<file path="src/rtl/apu_envelope.sv">
`default_nettype none
// ============================================================================
//  Module   : apu_envelope
//  Purpose  : Pulse-channel volume envelope. A quarter-frame divider clocks a
//             4-bit decay envelope; accepted duty-cycle bits are scaled by the
//             current volume into a one-entry valid/ready output register.
//  Optional : `define APU_LENGTH_COUNTER_EN adds an 8-bit length counter that
//             mutes the output when it reaches zero (clocked on half ticks).
//  Ports    :
//    clk, reset           - clock, synchronous active-high reset
//    apu__pulse_r[_vld/_rdy]  - raw duty bit in (valid/ready)
//    apu__env_r[_vld/_rdy]    - config in: [3:0] V, [4] C, [5] L, [13:6] N
//    apu__sample_s[_vld/_rdy] - 4-bit scaled sample out (valid/ready)
//  Parameter: QUARTER_DIV - clk cycles per quarter-frame tick (2..65535)
//  Revision : 1.0 - initial release
// ============================================================================
module apu_envelope #(
  parameter int QUARTER_DIV = 7457
) (
  input  logic        clk,
  input  logic        reset,
  input  logic        apu__pulse_r,
  input  logic        apu__pulse_r_vld,
  output logic        apu__pulse_r_rdy,
  input  logic [13:0] apu__env_r,
  input  logic        apu__env_r_vld,
  output logic        apu__env_r_rdy,
  output logic [3:0]  apu__sample_s,
  output logic        apu__sample_s_vld,
  input  logic        apu__sample_s_rdy
);

  localparam logic [15:0] TICK_LAST = 16'(QUARTER_DIV - 1);

  logic [15:0] tick_cnt;
  logic        half_phase;
  logic        quarter_tick;
  logic        half_tick;

  logic [3:0]  env_v;
  logic        env_c;
  logic        env_l;
  logic        start;
  logic [3:0]  decay;
  logic [3:0]  divider;

  logic [3:0]  smp;
  logic        smp_vld;

  logic        env_acc;
  logic        pulse_acc;
  logic        mute;
  logic [3:0]  vol;

  assign quarter_tick = (tick_cnt == TICK_LAST);
  // Every second quarter tick doubles as a half tick.
  assign half_tick    = quarter_tick && half_phase;

  assign apu__env_r_rdy   = !reset;
  assign apu__pulse_r_rdy = !reset && (!smp_vld || apu__sample_s_rdy);
  assign env_acc          = apu__env_r_vld && apu__env_r_rdy;
  assign pulse_acc        = apu__pulse_r_vld && apu__pulse_r_rdy;

  assign vol = env_c ? env_v : decay;

  // Outputs are forced low while reset is held, not just after the edge.
  assign apu__sample_s_vld = smp_vld && !reset;
  assign apu__sample_s     = reset ? 4'd0 : smp;

  // Free-running quarter-frame divider; never gated by the handshakes.
  always_ff @(posedge clk) begin
    if (reset) begin
      tick_cnt   <= '0;
      half_phase <= 1'b0;
    end else if (quarter_tick) begin
      tick_cnt   <= '0;
      half_phase <= ~half_phase;
    end else begin
      tick_cnt <= tick_cnt + 16'd1;
    end
  end

  // Envelope. The tick branch reads the pre-write V/L/S; the config branch
  // comes last so a same-cycle write leaves start set for the next tick.
  always_ff @(posedge clk) begin
    if (reset) begin
      env_v   <= '0;
      env_c   <= 1'b0;
      env_l   <= 1'b0;
      start   <= 1'b0;
      decay   <= '0;
      divider <= '0;
    end else begin
      if (quarter_tick) begin
        if (start) begin
          start   <= 1'b0;
          decay   <= 4'd15;
          divider <= env_v;
        end else if (divider == 4'd0) begin
          divider <= env_v;
          if (decay != 4'd0) begin
            decay <= decay - 4'd1;
          end else if (env_l) begin
            decay <= 4'd15;
          end
        end else begin
          divider <= divider - 4'd1;
        end
      end
      if (env_acc) begin
        env_v <= apu__env_r[3:0];
        env_c <= apu__env_r[4];
        env_l <= apu__env_r[5];
        start <= 1'b1;
      end
    end
  end

`ifdef APU_LENGTH_COUNTER_EN
  logic [7:0] len_cnt;

  // A config load takes priority over a same-cycle half-tick decrement.
  always_ff @(posedge clk) begin
    if (reset) begin
      len_cnt <= '0;
    end else if (env_acc) begin
      len_cnt <= apu__env_r[13:6];
    end else if (half_tick && (len_cnt != 8'd0) && !env_l) begin
      len_cnt <= len_cnt - 8'd1;
    end
  end

  assign mute = (len_cnt == 8'd0);
`else
  logic unused_len;
  assign unused_len = ^{apu__env_r[13:6], half_tick};
  assign mute       = 1'b0;
`endif

  // One-entry output register; accept and drain may share a cycle.
  always_ff @(posedge clk) begin
    if (reset) begin
      smp_vld <= 1'b0;
      smp     <= '0;
    end else if (pulse_acc) begin
      smp_vld <= 1'b1;
      smp     <= (apu__pulse_r && !mute) ? vol : 4'd0;
    end else if (apu__sample_s_rdy) begin
      smp_vld <= 1'b0;
    end
  end

endmodule
`default_nettype wire

</file>
<file path="config.mk">
export PLATFORM = sky130hd
export DESIGN_NAME = apu_envelope
export DESIGN_NICKNAME = d
export VERILOG_FILES = /design/src/rtl/apu_envelope.sv
export SDC_FILE = /design/constraint.sdc
export NUM_CORES = 1
export LEC_CHECK = 0
export BUFFER_PORTS_ARGS = -buffer_cell sky130_fd_sc_hd__buf_2
export CAP_MARGIN = 10
export CORE_MARGIN = 4
export CORE_UTILIZATION = 40
export CTS_CLUSTER_DIAMETER = 40
export DETAILED_ROUTE_END_ITERATION = 12
export MAX_ROUTING_LAYER = met4
export PLACE_DENSITY = 0.69
export REMOVE_ABC_BUFFERS = 1
export SLEW_MARGIN = 40
export SYNTH_ARGS = -nofsm -noshare
export SYNTH_HDL_FRONTEND = slang
export SYNTH_SLANG_ARGS = --single-unit
</file>
<file path="constraint.sdc">
create_clock -name clk -period 1.76 [get_ports clk]
set_input_delay 0.176 -clock clk [delete_from_list [all_inputs] [get_ports clk]]
set_output_delay 0.176 -clock clk [all_outputs]
set_load 0.01 [all_outputs]
</file>
==> results.txt <==
The flow ran to the end, and the final reports show no timing, DRC or antenna violations. Of the total power, combinational logic draws 8.3%. The core footprint is 4444 um2, and the share of the synthesized area in the top cell type is 38.55%.

STA puts the critical path data required time at 1970 ps. From left edge to right edge, the die measures 76.36 um. The tools report the remaining global-route overflow as 0. The transition time at the pin with the least slew margin works out to 344.5 ps. Hold repair after CTS inserted 0 buffers.

The fraction of synthesis flops using an asynchronous set or reset pin is 0%, and the via total after detailed routing is 1562. The tools report the number of hold-slack violations in the final timing report as 0. The proportion of total power due to net switching is 23.99%. During placement, the flow inserted port buffers numbering 18.

The tools report the weighted congestion reported at the end of routability-driven placement as 0.8284. sky130_fd_sc_hd__dfxtp_1 takes more of the synthesized area than any other cell. The kind of cell adding the most delay to the critical path was simple AND/OR/NAND/NOR gates. After synthesis, the netlist uses 47 different library cells. The tool flagged a number of max-cap violations equal to 0. The most used flip-flop cell after synthesis is sky130_fd_sc_hd__dfxtp_1. Summing internal, switching and leakage power gives 0.001595 W.

The multi-input gate area in the final layout was 1036 um2; the count of final max-slew check failures was 0. The floorplan has 24 rows. Entering global routing, the biggest net connects 16 pins.

After the flow finishes, the layout carries non-filler instances totaling 299. Global routing consumed, over all layers together, 14.36% of the routing resources. The share of cells above drive strength 1 came out at 23.08%. During synthesis, Yosys emitted a total of 0 warnings. Layout overhead on the synthesized area: 17.74%.

The post-route cell area is 2201 um2. For the finished layout, the period the worst path requires is 1663 ps. Dividing the detail-routed wire length by the instance count gives 12.69 um. The clock slew seen by the registers of the worst setup and hold paths came out at 70 ps. In this run the cell area of the synthesized design comes to 1869 um2.

The power density relative to cell area is 724.8 nW/um2. The via count of the first global-routing pass is 1415. The setup path with the least slack is of type reg -> reg.

The worst setup path is launched from a flip-flop. The die covers 5831 um2. The clock insertion delay at the later pin of the skew report is 300 ps, and the number of ports placed on the die boundary is 27. The die is 76.36 um tall. Headroom to the max-slew limit came out at 77.00%. The signal on the critical path passes through inv_1 > ha_1 > or4b_4 > o22ai_4 > nor2_2 > a311oi_1. Synthesis produced a netlist whose cell count is 213. Summed over all failing endpoints, the final setup total negative slack is 0 ps. The clock passes through at most 2 buffers. IR analysis of the VDD net gives a maximum drop of 0.0003245 V. The total buffers and inverters traversed by the critical path works out to 1. The tools report the setup clock skew after layout as 4.380 ps. The HPWL after detailed placement is 2795 um. The first global-routing pass estimated 6513 um of wire.

Once detail routing completed, the nets flagged for antenna violations numbered 0. For this block, the initial DRC count from the detailed router was 79. The internal portion of the total power is 0.001213 W.

Timing would allow up to 601.2 MHz. The root buffer cell chosen for the clock tree is sky130_fd_sc_hd__clkbuf_8. The tools report the type of element capturing the critical path as a flip-flop.

The slowest stage of the critical path belongs to the cell sky130_fd_sc_hd__or4b_4. The tools report the total routed wirelength as 3794 um. The net switching power was 0.0003827 W; the number of antenna violations at the first check in global routing was 0. The share of the clock period used by the worst path came out at 94.51%. The tools report the sequential fraction of design power as 53.2%. The H-tree was split into 2 levels. After detailed placement, the design holds a cell count of 289.

The count of fill cells added during filler insertion is 439, and the number of buffers added by the clock tree synthesis step is 5. TritonCTS built the clock tree. The starting utilization of the core area came out at 42.06%. The number of synthesized flops with an enable pin is 0. The analysis attributes to cell leakage a power of 0.8915 nW.

The mean cell area of the mapped netlist works out to 8.776 um2. The repair_antennas step left the layout with diodes totalling 0. The post-synthesis sequential area ratio is 38.55%, and the total number of nets in the final design is 270. Setup violations remaining at the end of the flow were counted as 0.

For this run, design rule violations remaining after detail routing come to 0. At the worst endpoint, the arrival time is 1870 ps. The clock drives 36 sinks.

The largest fanout on the critical path works out to 5. Using the TritonRoute via totals, the vias-per-cell ratio works out to 5.224. The clock network burns 38.5% of the power. The min-delay analysis places its worst path in the category in -> reg. Yosys attributes the largest share of cell area to sky130_fd_sc_hd__dfxtp_1 39%, sky130_fd_sc_hd__nor2_1 5.6%, sky130_fd_sc_hd__mux2i_1 3.7%, sky130_fd_sc_hd__o21ai_0 3.5%, sky130_fd_sc_hd__xor2_1 3.3%. The placed instances occupy a cell area of 2079 um2. The synthesized design contains 36 register bits. The first TritonRoute pass finished after 4 iterations.

The register area was 720.7 um2. For this run, the slowest stage of the critical path takes 480 ps.
cell usage in the layout, fill, tap and decap left out, types with 3 or more instances in the layout:
cell	count
sky130_fd_sc_hd__dfxtp_1	36
sky130_fd_sc_hd__nor2_1	28
sky130_fd_sc_hd__buf_4	19
sky130_fd_sc_hd__buf_2	18
sky130_fd_sc_hd__nand2_1	15
sky130_fd_sc_hd__inv_1	14
sky130_fd_sc_hd__o21ai_0	13
sky130_fd_sc_hd__nand3_1	10
sky130_fd_sc_hd__nand4_1	7
sky130_fd_sc_hd__xor2_1	7
sky130_fd_sc_hd__mux2i_1	7
sky130_fd_sc_hd__a21oi_1	6
sky130_fd_sc_hd__clkbuf_8	6
sky130_fd_sc_hd__xnor2_1	5
sky130_fd_sc_hd__ha_1	4
sky130_fd_sc_hd__and4_1	3
sky130_fd_sc_hd__o21a_1	3
sky130_fd_sc_hd__a211oi_1	3
sky130_fd_sc_hd__or3_1	3
sky130_fd_sc_hd__nor3_1	3
cells by family after synthesis:
kind of cell	after synthesis	synth area share, %
AO/OA/AOI/OAI	35	12.72
AND/OR/NAND/NOR	93	29.79
buffers and inverters	26	6.894
XOR/XNOR	12	5.622
multiplexers	7	3.748
adder cells (fa/ha/maj)	4	2.677
flip-flops	36	38.55
power groups by stage:
stage	Sequential (W)	Combinational, W	Clock, W
3_3_place_gp	0.000866	0.000119	0
6_report	0.000849	0.000132	0.000614
3_5_place_dp	0.000867	0.000121	0
4_1_cts	0.000848	0.000125	0.000630
2_1_floorplan	0.000869	0.0000583	0
5_1_grt	0.000851	0.000148	0.000671
stage by stage:
stage	worst slack (ps)	utilization, %	hold slack (ps)
CTS	4.915	48.99	92.86
floorplan	91.64	-	242.2
finish	96.60	49.52	94.15
detailed placement	18.59	46.79	411.4
global placement	21.43	46.79	403.6
global route	-5.817	49.52	90.22
synthesized netlist by cell type (all sizes together), types with 2 or more instances:
cell type,instances
ha,4
and3,4
clkbuf,6
xnor2,5
a311oi,2
nand3,10
xor2,7
nand2,15
o21a,3
inv,14
nor4b,4
nor2,29
nand4,8
nand3b,2
nor3,3
o21ai,13
or3,3
a21oi,6
nor4,3
nor3b,4
o31a,2
and4,3
mux2i,7
a211oi,3
buf,5
nor2b,2
dfxtp,36
repair_timing:
item | in CTS | in global routing
endpoints found under the setup margin | 1 | 5
setup buffers | 0 | 2
pin swaps | 0 | 2
gates resized for setup | 1 | 2
registers in the layout (all words and copies together), names as in the netlist, 4 cells and up:
name	count
divider	4
smp	4
env_v	4
tick_cnt	16
decay	4
routing by layer:
layer	part of all wire (%)	global-route usage [%]	routed length [um]
met2	45	21.53	1716
met4	2.2	7.065	82
met1	49	17.78	1849
met3	3.8	3.901	146
met5	0	-	0
worst paths after layout:
kind	cells after the start	slack (ps)	from	endpoint
setup / recovery	6	100	decay[0]	decay[1]
hold / removal	2	90	reset	divider[3]
setup reg to reg	6	100	decay[0]	decay[1]
hold reg to reg	2	470	divider[1]	divider[1]
final cells by class:
class,instances,share of cell area (%)
multi-input cells,151,47.07
repair buffers,37,10.57
well taps,52,2.956
inverters,15,2.558
clock buffers,8,4.093
flip-flops and latches,36,32.75
Power figures use the tool's default switching activity.
